### config.mk
export PLATFORM = sky130hd
export DESIGN_NAME = target_tracker_flat
export DESIGN_NICKNAME = d
export VERILOG_FILES = /design/src/rtl/target_tracker_if.sv /design/src/rtl/target_tracker.sv /design/src/flat_wrapper.sv
export SDC_FILE = /design/constraint.sdc
export NUM_CORES = 1
export LEC_CHECK = 0
export ABC_AREA = 1
export CORE_AREA = 2 2 139 141
export DETAILED_ROUTE_END_ITERATION = 8
export DIE_AREA = 0 0 141 143
export PLACE_DENSITY = 0.79
export SETUP_SLACK_MARGIN = 0.3
export SLEW_MARGIN = 20
export SYNTH_ARGS = -nofsm -noshare
export SYNTH_HDL_FRONTEND = slang
export SYNTH_SLANG_ARGS = --single-unit
### constraint.sdc
create_clock -name clk_25MHz -period 9.2 [get_ports clk_25MHz]
set_input_delay 0.92 -clock clk_25MHz [delete_from_list [all_inputs] [get_ports clk_25MHz]]
set_output_delay 0.92 -clock clk_25MHz [all_outputs]
set_load 0.02 [all_outputs]
### src/rtl/target_tracker_if.sv
// Pixel stream in, committed per-frame tracking results out.
interface target_tracker_if;
  logic        DE;
  logic [9:0]  x_pixel;
  logic [9:0]  y_pixel;
  logic        is_target_color;
  logic        obj_valid;
  logic [9:0]  box_x_min;
  logic [9:0]  box_x_max;
  logic [9:0]  box_y_min;
  logic [9:0]  box_y_max;
  logic [9:0]  centre_x;
  logic [9:0]  centre_y;
  logic [10:0] vel_x;
  logic [10:0] vel_y;
  logic [18:0] pix_count;
  logic        frame_done;

  modport master (
    output DE, x_pixel, y_pixel, is_target_color,
    input  obj_valid, box_x_min, box_x_max, box_y_min, box_y_max,
    input  centre_x, centre_y, vel_x, vel_y, pix_count, frame_done
  );

  modport slave (
    input  DE, x_pixel, y_pixel, is_target_color,
    output obj_valid, box_x_min, box_x_max, box_y_min, box_y_max,
    output centre_x, centre_y, vel_x, vel_y, pix_count, frame_done
  );
endinterface

### src/rtl/target_tracker.sv
// Tracks the target-colour object per frame: run-length filtered bounding box,
// pixel count, centre and frame-to-frame velocity, committed at end of frame.
module target_tracker #(
  parameter int unsigned H_ACTIVE   = 640,
  parameter int unsigned V_ACTIVE   = 480,
  parameter int unsigned RUN_LEN    = 4,
  parameter int unsigned MIN_PIXELS = 64
) (
  input  logic             clk_25MHz,
  input  logic             reset,
  target_tracker_if.slave  pix
);
  localparam int unsigned XW  = 10;
  localparam int unsigned VW  = 11;
  localparam int unsigned CW  = 19;
  localparam int unsigned CSW = CW + 1;
  localparam int unsigned RW  = 4;
  localparam logic [RW-1:0] RUN_L   = RW'(RUN_LEN);
  localparam logic [CW-1:0] CNT_MAX = '1;
  localparam logic [XW-1:0] X_LAST  = XW'(H_ACTIVE - 1);
  localparam logic [XW-1:0] Y_LAST  = XW'(V_ACTIVE - 1);

  typedef enum logic [1:0] {SYNC = 2'd0, ACCUM = 2'd1, COMMIT = 2'd2} state_e;

  state_e          state_q, state_d;
  logic [RW-1:0]   run_q, run_d;
  logic [XW-1:0]   xmin_q, xmin_d, xmax_q, xmax_d, ymin_q, ymin_d, ymax_q, ymax_d;
  logic [CW-1:0]   cnt_q, cnt_d;
  logic            prev_valid_q, prev_valid_d;
  logic            obj_valid_q, obj_valid_d;
  logic [XW-1:0]   box_x_min_q, box_x_min_d, box_x_max_q, box_x_max_d;
  logic [XW-1:0]   box_y_min_q, box_y_min_d, box_y_max_q, box_y_max_d;
  logic [XW-1:0]   centre_x_q, centre_x_d, centre_y_q, centre_y_d;
  logic [VW-1:0]   vel_x_q, vel_x_d, vel_y_q, vel_y_d;
  logic [CW-1:0]   pix_count_q, pix_count_d;
  logic            frame_done_q, frame_done_d;

  logic [RW-1:0]   run_base, run_inc;
  logic            active_px, qual, first_px, last_px;
  logic [XW-1:0]   x_lo, cnew_x, cnew_y;
  logic [CSW-1:0]  cnt_sum;
  logic [VW-1:0]   csum_x, csum_y;

  // Per-pixel qualification: a run restarts at column 0 and saturates at RUN_LEN.
  assign run_base  = (pix.x_pixel == '0) ? '0 : run_q;
  assign run_inc   = (run_base >= RUN_L) ? RUN_L : run_base + RW'(1);
  assign active_px = pix.DE && ((state_q == ACCUM) ||
                     ((state_q == SYNC) && (pix.x_pixel == '0) && (pix.y_pixel == '0)));
  assign qual      = active_px && pix.is_target_color && (run_inc == RUN_L);
  assign first_px  = qual && (run_base == RUN_L - RW'(1));
  assign last_px   = pix.DE && (pix.x_pixel == X_LAST) && (pix.y_pixel == Y_LAST);
  assign x_lo      = pix.x_pixel - XW'(RUN_LEN - 1);
  assign cnt_sum   = {1'b0, cnt_q} + (first_px ? CSW'(RUN_LEN) : CSW'(1));
  assign csum_x    = {1'b0, xmin_q} + {1'b0, xmax_q};
  assign csum_y    = {1'b0, ymin_q} + {1'b0, ymax_q};
  assign cnew_x    = XW'(csum_x >> 1);
  assign cnew_y    = XW'(csum_y >> 1);

  // Next-state, accumulation and commit logic.
  always_comb begin
    state_d      = state_q;
    run_d        = run_q;
    xmin_d       = xmin_q;
    xmax_d       = xmax_q;
    ymin_d       = ymin_q;
    ymax_d       = ymax_q;
    cnt_d        = cnt_q;
    prev_valid_d = prev_valid_q;
    obj_valid_d  = obj_valid_q;
    box_x_min_d  = box_x_min_q;
    box_x_max_d  = box_x_max_q;
    box_y_min_d  = box_y_min_q;
    box_y_max_d  = box_y_max_q;
    centre_x_d   = centre_x_q;
    centre_y_d   = centre_y_q;
    vel_x_d      = vel_x_q;
    vel_y_d      = vel_y_q;
    pix_count_d  = pix_count_q;
    frame_done_d = 1'b0;

    if (qual) begin
      if (first_px && (x_lo < xmin_q)) xmin_d = x_lo;
      if (pix.x_pixel > xmax_q)        xmax_d = pix.x_pixel;
      if (pix.y_pixel < ymin_q)        ymin_d = pix.y_pixel;
      if (pix.y_pixel > ymax_q)        ymax_d = pix.y_pixel;
      cnt_d = cnt_sum[CW] ? CNT_MAX : cnt_sum[CW-1:0];
    end

    case (state_q)
      SYNC: begin
        run_d = '0;
        if (active_px) begin
          run_d   = pix.is_target_color ? run_inc : '0;
          state_d = ACCUM;
        end
      end
      ACCUM: begin
        run_d = (pix.DE && pix.is_target_color) ? run_inc : '0;
        if (last_px) state_d = COMMIT;
      end
      COMMIT: begin
        frame_done_d = 1'b1;
        pix_count_d  = cnt_q;
        if (cnt_q >= CW'(MIN_PIXELS)) begin
          obj_valid_d  = 1'b1;
          box_x_min_d  = xmin_q;
          box_x_max_d  = xmax_q;
          box_y_min_d  = ymin_q;
          box_y_max_d  = ymax_q;
          centre_x_d   = cnew_x;
          centre_y_d   = cnew_y;
          // centre_*_q only moves on valid commits, so it is the previous valid centre.
          vel_x_d      = prev_valid_q ? ({1'b0, cnew_x} - {1'b0, centre_x_q}) : '0;
          vel_y_d      = prev_valid_q ? ({1'b0, cnew_y} - {1'b0, centre_y_q}) : '0;
          prev_valid_d = 1'b1;
        end else begin
          obj_valid_d  = 1'b0;
          vel_x_d      = '0;
          vel_y_d      = '0;
          prev_valid_d = 1'b0;
        end
        run_d   = '0;
        xmin_d  = '1;
        xmax_d  = '0;
        ymin_d  = '1;
        ymax_d  = '0;
        cnt_d   = '0;
        state_d = ACCUM;
      end
      default: state_d = SYNC;
    endcase
  end

  // State, accumulator and output registers.
  always_ff @(posedge clk_25MHz or posedge reset) begin
    if (reset) begin
      state_q      <= SYNC;
      run_q        <= '0;
      xmin_q       <= '1;
      xmax_q       <= '0;
      ymin_q       <= '1;
      ymax_q       <= '0;
      cnt_q        <= '0;
      prev_valid_q <= 1'b0;
      obj_valid_q  <= 1'b0;
      box_x_min_q  <= '0;
      box_x_max_q  <= '0;
      box_y_min_q  <= '0;
      box_y_max_q  <= '0;
      centre_x_q   <= '0;
      centre_y_q   <= '0;
      vel_x_q      <= '0;
      vel_y_q      <= '0;
      pix_count_q  <= '0;
      frame_done_q <= 1'b0;
    end else begin
      state_q      <= state_d;
      run_q        <= run_d;
      xmin_q       <= xmin_d;
      xmax_q       <= xmax_d;
      ymin_q       <= ymin_d;
      ymax_q       <= ymax_d;
      cnt_q        <= cnt_d;
      prev_valid_q <= prev_valid_d;
      obj_valid_q  <= obj_valid_d;
      box_x_min_q  <= box_x_min_d;
      box_x_max_q  <= box_x_max_d;
      box_y_min_q  <= box_y_min_d;
      box_y_max_q  <= box_y_max_d;
      centre_x_q   <= centre_x_d;
      centre_y_q   <= centre_y_d;
      vel_x_q      <= vel_x_d;
      vel_y_q      <= vel_y_d;
      pix_count_q  <= pix_count_d;
      frame_done_q <= frame_done_d;
    end
  end

  assign pix.obj_valid  = obj_valid_q;
  assign pix.box_x_min  = box_x_min_q;
  assign pix.box_x_max  = box_x_max_q;
  assign pix.box_y_min  = box_y_min_q;
  assign pix.box_y_max  = box_y_max_q;
  assign pix.centre_x   = centre_x_q;
  assign pix.centre_y   = centre_y_q;
  assign pix.vel_x      = vel_x_q;
  assign pix.vel_y      = vel_y_q;
  assign pix.pix_count  = pix_count_q;
  assign pix.frame_done = frame_done_q;
endmodule
### src/flat_wrapper.sv
// flat-port wrapper written by rule: the top's interface ports become plain ports
module target_tracker_flat 
#(
  parameter int unsigned H_ACTIVE   = 640,
  parameter int unsigned V_ACTIVE   = 480,
  parameter int unsigned RUN_LEN    = 4,
  parameter int unsigned MIN_PIXELS = 64
)
  (clk_25MHz, reset, pix_DE, pix_x_pixel, pix_y_pixel, pix_is_target_color, pix_obj_valid, pix_box_x_min, pix_box_x_max, pix_box_y_min, pix_box_y_max, pix_centre_x, pix_centre_y, pix_vel_x, pix_vel_y, pix_pix_count, pix_frame_done);
  target_tracker_if pix_i ();
  input  logic clk_25MHz;
  input  logic reset;
  input wire logic [$bits(pix_i.DE)-1:0] pix_DE;
  input wire logic [$bits(pix_i.x_pixel)-1:0] pix_x_pixel;
  input wire logic [$bits(pix_i.y_pixel)-1:0] pix_y_pixel;
  input wire logic [$bits(pix_i.is_target_color)-1:0] pix_is_target_color;
  output wire logic [$bits(pix_i.obj_valid)-1:0] pix_obj_valid;
  output wire logic [$bits(pix_i.box_x_min)-1:0] pix_box_x_min;
  output wire logic [$bits(pix_i.box_x_max)-1:0] pix_box_x_max;
  output wire logic [$bits(pix_i.box_y_min)-1:0] pix_box_y_min;
  output wire logic [$bits(pix_i.box_y_max)-1:0] pix_box_y_max;
  output wire logic [$bits(pix_i.centre_x)-1:0] pix_centre_x;
  output wire logic [$bits(pix_i.centre_y)-1:0] pix_centre_y;
  output wire logic [$bits(pix_i.vel_x)-1:0] pix_vel_x;
  output wire logic [$bits(pix_i.vel_y)-1:0] pix_vel_y;
  output wire logic [$bits(pix_i.pix_count)-1:0] pix_pix_count;
  output wire logic [$bits(pix_i.frame_done)-1:0] pix_frame_done;
  assign pix_i.DE = pix_DE;
  assign pix_i.x_pixel = pix_x_pixel;
  assign pix_i.y_pixel = pix_y_pixel;
  assign pix_i.is_target_color = pix_is_target_color;
  assign pix_obj_valid = pix_i.obj_valid;
  assign pix_box_x_min = pix_i.box_x_min;
  assign pix_box_x_max = pix_i.box_x_max;
  assign pix_box_y_min = pix_i.box_y_min;
  assign pix_box_y_max = pix_i.box_y_max;
  assign pix_centre_x = pix_i.centre_x;
  assign pix_centre_y = pix_i.centre_y;
  assign pix_vel_x = pix_i.vel_x;
  assign pix_vel_y = pix_i.vel_y;
  assign pix_pix_count = pix_i.pix_count;
  assign pix_frame_done = pix_i.frame_done;
  target_tracker #(.H_ACTIVE(H_ACTIVE), .V_ACTIVE(V_ACTIVE), .RUN_LEN(RUN_LEN), .MIN_PIXELS(MIN_PIXELS)) u_core (.clk_25MHz(clk_25MHz), .reset(reset), .pix(pix_i));
endmodule
=== Word-level counts from Yosys, hierarchy flattened ===
Index checks and enable logic that the tools add are counted.

* Register bits after elaboration: 168
* Bits of input ports: 24
* Output and inout port bits: 103
* Logic and storage cells: 96

* $add $sub $neg: 7
* Magnitude comparators: 6
* Eq/ne operators: 8
* Multiplexer cells: 31
* Reductions and logical operators: 26

{| class="wikitable"
|+ Operators by type and width
! cell !! count
|-
| 2-to-1 mux 10 bit || 12
|-
| 2-to-1 mux 19 bit || 3
|-
| 2-to-1 mux 11 bit || 4
|-
| adder 10 x 10 -> 11 bit || 2
|-
| subtractor 10 x 10 -> 11 bit || 2
|-
| adder 19 x 20 -> 20 bit || 1
|-
| greater-than comparator 10 bit || 2
|-
| zero test 10 bit || 2
|-
| less-than comparator 10 bit || 2
|-
| 2-to-1 mux 4 bit || 5
|-
| greater-or-equal comparator 19 x 7 -> 1 bit (second input constant) || 1
|-
| case mux 4 bit (3 select lines) || 1
|-
| AND reduction 2 bit || 6
|-
| equality test 10 bit (second input constant) || 1
|-
| equality test 10 x 9 -> 1 bit (second input constant) || 1
|-
| logical AND 1 bit || 10
|-
| nonzero test 2 bit || 5
|-
| subtractor 10 x 2 -> 10 bit (second input constant) || 1
|-
| case mux 2 bit (3 select lines) || 1
|-
| adder 4 x 1 -> 4 bit (second input constant) || 1
|-
| equality test 4 x 2 -> 1 bit (second input constant) || 1
|-
| equality test 4 x 3 -> 1 bit (second input constant) || 1
|-
| greater-or-equal comparator 4 x 3 -> 1 bit (second input constant) || 1
|-
| 2-to-1 mux 2 bit || 2
|-
| other kinds (8) || 10
|}

=== Logic depth before layout (Yosys ltp) ===
* Depth after elaboration: 13
* Gate-level depth with buffers: 26
* Depth with buffers taken out: 25

=== Least setup slack after synthesis ===
Ideal clock, no wire load.

* Kind: input to register
* Start: in pix_x_pixel[0]
* End: reg u_core.cnt_q[9]
* Setup time: 0.127 ns
* Arrival: 3.591 ns
* Required time: 9.073 ns
* Slack: 5.482 ns
* Stages on the path: 22
* Buffers on the path: 2
* Cells stage by stage: inv_1 > ha_1 > inv_1 > nor2_1 > nand2_1 > nor2_4 > nor2_1 > ha_1 > nand2_1 > nand3_2 > nor2_8 > buf_2 > nand2_1 > inv_1 > ha_1 > nand3_1 > nand2_1 > nand4_1 > clkbuf_1 > nand3_1 > nand2_1 > o21ai_0

* Cells in the longest elaborated chain, start to end: 13

{| class="wikitable"
|+ Ends and longest elaborated chain
! element !! RTL line !! RTL
|-
| start: declaration || flat_wrapper.sv:14 || <nowiki>input wire logic [$bits(pix_i.x_pixel)-1:0] pix_x_pixel;</nowiki>
|-
| zero test 10 bit (*) || target_tracker.sv:45, target_tracker.sv:48 ||
|-
| parallel branches: the longest is 12 deep, another holds adder 19 x 20 -> 20 bit || -- ||
|-
| end signal: assignment || target_tracker.sv:163 || <nowiki>cnt_q <= cnt_d;</nowiki>
|-
| end: declaration || target_tracker.sv:28 || <nowiki>logic [CW-1:0] cnt_q, cnt_d;</nowiki>
|}

Mark *: on every way between the ends. The select of a mux whose other input is x is not followed.
A chain may end at the register's enable or synchronous reset.

=== Worst setup path after layout ===
* Start: in pix_x_pixel[0]
* End: reg u_core.cnt_q[6]

The elaborated chain is that of the path after synthesis.

==> impl_metrics.toml <==
[yosys]
synth_seq_cells = 168
synth-seq-area-share_pct = 41.9
synth_top_area_cell = "dfrtp_1"
yosysWarnings = 0
synth_flop_cell = "dfrtp_1"
syn_avg_cell_area_sq_um = 7.94
synthesis.nets = 1385
synthDistinctLibCells = 43
async_flop_share_pct = 100
ys_top_cells_by_count = "nand2_1 (351), inv_1 (157), dfrtp_1 (148)"
postSynthCellCount = 1271
synth-edff-count = 0
yosysTopAreaCellShare_pct = 36.7
synth_area_leaders = "dfrtp_1 (37%), nand2_1 (13%), ha_1 (11%), o21ai_0 (6.9%), inv_1 (5.8%)"
synth_most_common_cell = "nand2_1"
netlist_area_sq_um = 10100

[global_route]
grt_pass1_vias = 8435
grt_pass1_wl_um = 41800
antenna_found_initial = 0
overflow = 0
grt_max_degree = 98
grtUsageTotal_pct = 26.1

[timing]
setup_viol = 0
finalHoldViolCount = 0
min_period_over_period_pct = 47.8
fmax_mhz = 228
max-slew-margin-rel_pct = 44.0
fin_crit_ns = 4.39
tns_ns = 0
maxSlewViolCount = 0
setup_slack_ns = 4.81
rsz0062_at_grt = "no"
tightest_slew_ns = 0.840
skew_ns = 0.0154

[layout]
area_growth_pct = 20.2
post-route-util_pct = 65.3
nets = 1497
nFillCells = 1559
multi_input_area_sq_um = 5080
drive_gt1_share_pct = 6.38
diodes = 0
final_cells = 1630
ff_latch_area_sq_um = 4230

[clock_network]
cts_setup_buffers = 0
cts_max_level = 4
clkTransAtPathRegs_ns = 0.07
numCtsBuffers = 17
cts.sinks = 168
clk_path_buf_depth = 2
postCtsHoldBufs = 0
clkLatencyLatePin_ns = 0.44
cts_tree = "yes"
cts-resized-gates = 0
cts_root_buffer = "clkbuf_16"

[setup_path]
path_common_cell = "nand2_1"
setup.worst_path.end = "u_core.cnt_q[6]"
crit_fanout = 28
r2r_cells = 17
slowest_delay_ns = 0.57
end_kind = "register"
arrival_ns = 4.75
rr_endpoint = "u_core.cnt_q[6]"
cp_slowest_cell = "nand4_1"
worst-setup-path-type = "in2reg"
start_kind = "input port"
worstPathCellList = "clkdlybuf4s50_1 -> inv_1 -> ha_1 -> inv_1 -> nor2_1 -> nand2_1 -> nor2_4 -> nor2_1 -> ha_1 -> nand2_1 -> nand3_2 -> nor2_8 -> nand2_1 -> inv_1 -> ha_1 -> nand3_1 -> nand2_1 -> nand4_1 -> nand3_1 -> nand2_1 -> a21oi_1"
reg2reg_from = "u_core.state_q[0]"
regToRegSetupSlack_ns = 5.72
cp.required_ns = 9.55
critPathLaunch = "pix_x_pixel[0]"

[power]
ir_drop_uv = 139
p_leak_uw = 0.00596
cellPowerDensity_nw_per_um2 = 206
total_power_uw = 2500

[drt]
wirelength_um = 25800
ant_nets = 0
drt_iter0_markers = 461
avgViaCountPerCell = 5.43
vias = 8849
drc = 0
drtPass1Iterations = 5
wl_per_cell_um = 15.8

[floorplan]
std_cell_rows = 50
die_area_sq_um = 20200
start_util_pct = 54.3
ios = 127
die_w_um = 141
fp.dieH_um = 143
core_sq_um = 18600

[outcome]
status = "completed"

[run]
maxCapViolations = 0

[placement]
port_buffers = 126
hpwl_um = 18600
post-place-cells = 1598
place_ws_ns = 4.41
gp_congestion = 0.903

[hold_path]
hold_class = "reg2reg"
[final cells by class]
| class | instances | share of cell area, % |
|---|---|---|
| timing repair buffer | 130 | 10.7 |
| inverter | 161 | 5.04 |
| clock inverter | 14 | 1.53 |
| multi-input combinational | 905 | 41.9 |
| clock buffer | 18 | 3.62 |
| sequential | 168 | 34.9 |
| tap | 234 | 2.41 |
[cells by family (layout without fill, tap and decap cells)]
logic type / count (synthesis) / count (layout) / synth area share [%]
AND/OR/NAND/NOR: 557 / 557 / 24.0
flip-flops: 168 / 168 / 41.9
XOR/XNOR: 35 / 35 / 3.04
adder cells (fa/ha/maj): 90 / 90 / 11.5
AO/OA/AOI/OAI: 223 / 223 / 11.8
buffers and inverters: 198 / 323 / 7.75
[cell usage in the layout (no fill, tap or decap), drive strengths merged, types with 4 or more instances in the layout]
cell,count
xor2,33
o21bai,9
nor3,14
inv,166
dfrtp,148
nand4,41
o21a,4
clkdlybuf4s50,126
ha,86
fa,4
nand2,357
buf,4
nor2,61
nand3,62
or2,11
a21oi,58
o21ai,141
nand3b,6
dfstp,20
clkbuf,18
[sequential cells by signal (all words and copies together), names as in the netlist]
name                   cells
u_core.cnt_q              19
u_core.pix.box_x_max      10
u_core.pix.box_x_min      10
u_core.pix.box_y_max      10
u_core.pix.box_y_min      10
u_core.pix.centre_x       10
u_core.pix.centre_y       10
u_core.pix.frame_done      1
u_core.pix.pix_count      19
u_core.pix.vel_x          11
u_core.pix.vel_y          11
u_core.prev_valid_q        1
u_core.run_q               4
u_core.state_q             2
u_core.xmax_q             10
u_core.xmin_q             10
u_core.ymax_q             10
u_core.ymin_q             10
[worst min path at each step]
| stage | to | depth (start not counted) | slack [ns] | start |
|---|---|---|---|---|
| floorplan | u_core.run_q[3] | 2 | 0.44 | u_core.run_q[3] |
| global placement | u_core.run_q[3] | 2 | 0.46 | u_core.run_q[3] |
| detailed placement | u_core.run_q[3] | 2 | 0.47 | u_core.run_q[3] |
| CTS | u_core.run_q[3] | 2 | 0.49 | u_core.run_q[3] |
| global route | u_core.ymin_q[9] | 2 | 0.50 | u_core.ymin_q[9] |
| finish | u_core.run_q[3] | 2 | 0.48 | u_core.run_q[3] |
[per-layer routing]
layer  vias to the layer above  wire length (um)  part of all wire [%]  track usage (%)
met1                      4114             11500                    45             35.2
met3                        37              1810                   7.0             4.46
li1                       4391                 -                     -                -
met2                       307             12000                    46             43.4
met5                         -                 0                     0                0
met4                         0               524                   2.0             8.16
[power by group]
part	internal, uW	switching (uW)	total [uW]
Sequential	829	58.7	888
Combinational	297	555	852
Clock	442	323	765
[stage by stage]
stage,hold WS (ns),cell area [sq um]
2_1_floorplan,0.437,10100
3_3_place_gp,0.456,11500
3_5_place_dp,0.472,11500
4_1_cts,0.488,12100
5_1_grt,0.503,12100
6_report,0.479,12100
[critical path: cells and delay by family]
family	cells	cell delay (ns)
adder cells (fa/ha/maj)	3	0.62
AO/OA/AOI/OAI	1	0.16
buffers and inverters	4	0.76
AND/OR/NAND/NOR	13	2.31
(Power assumes the default switching activity.)
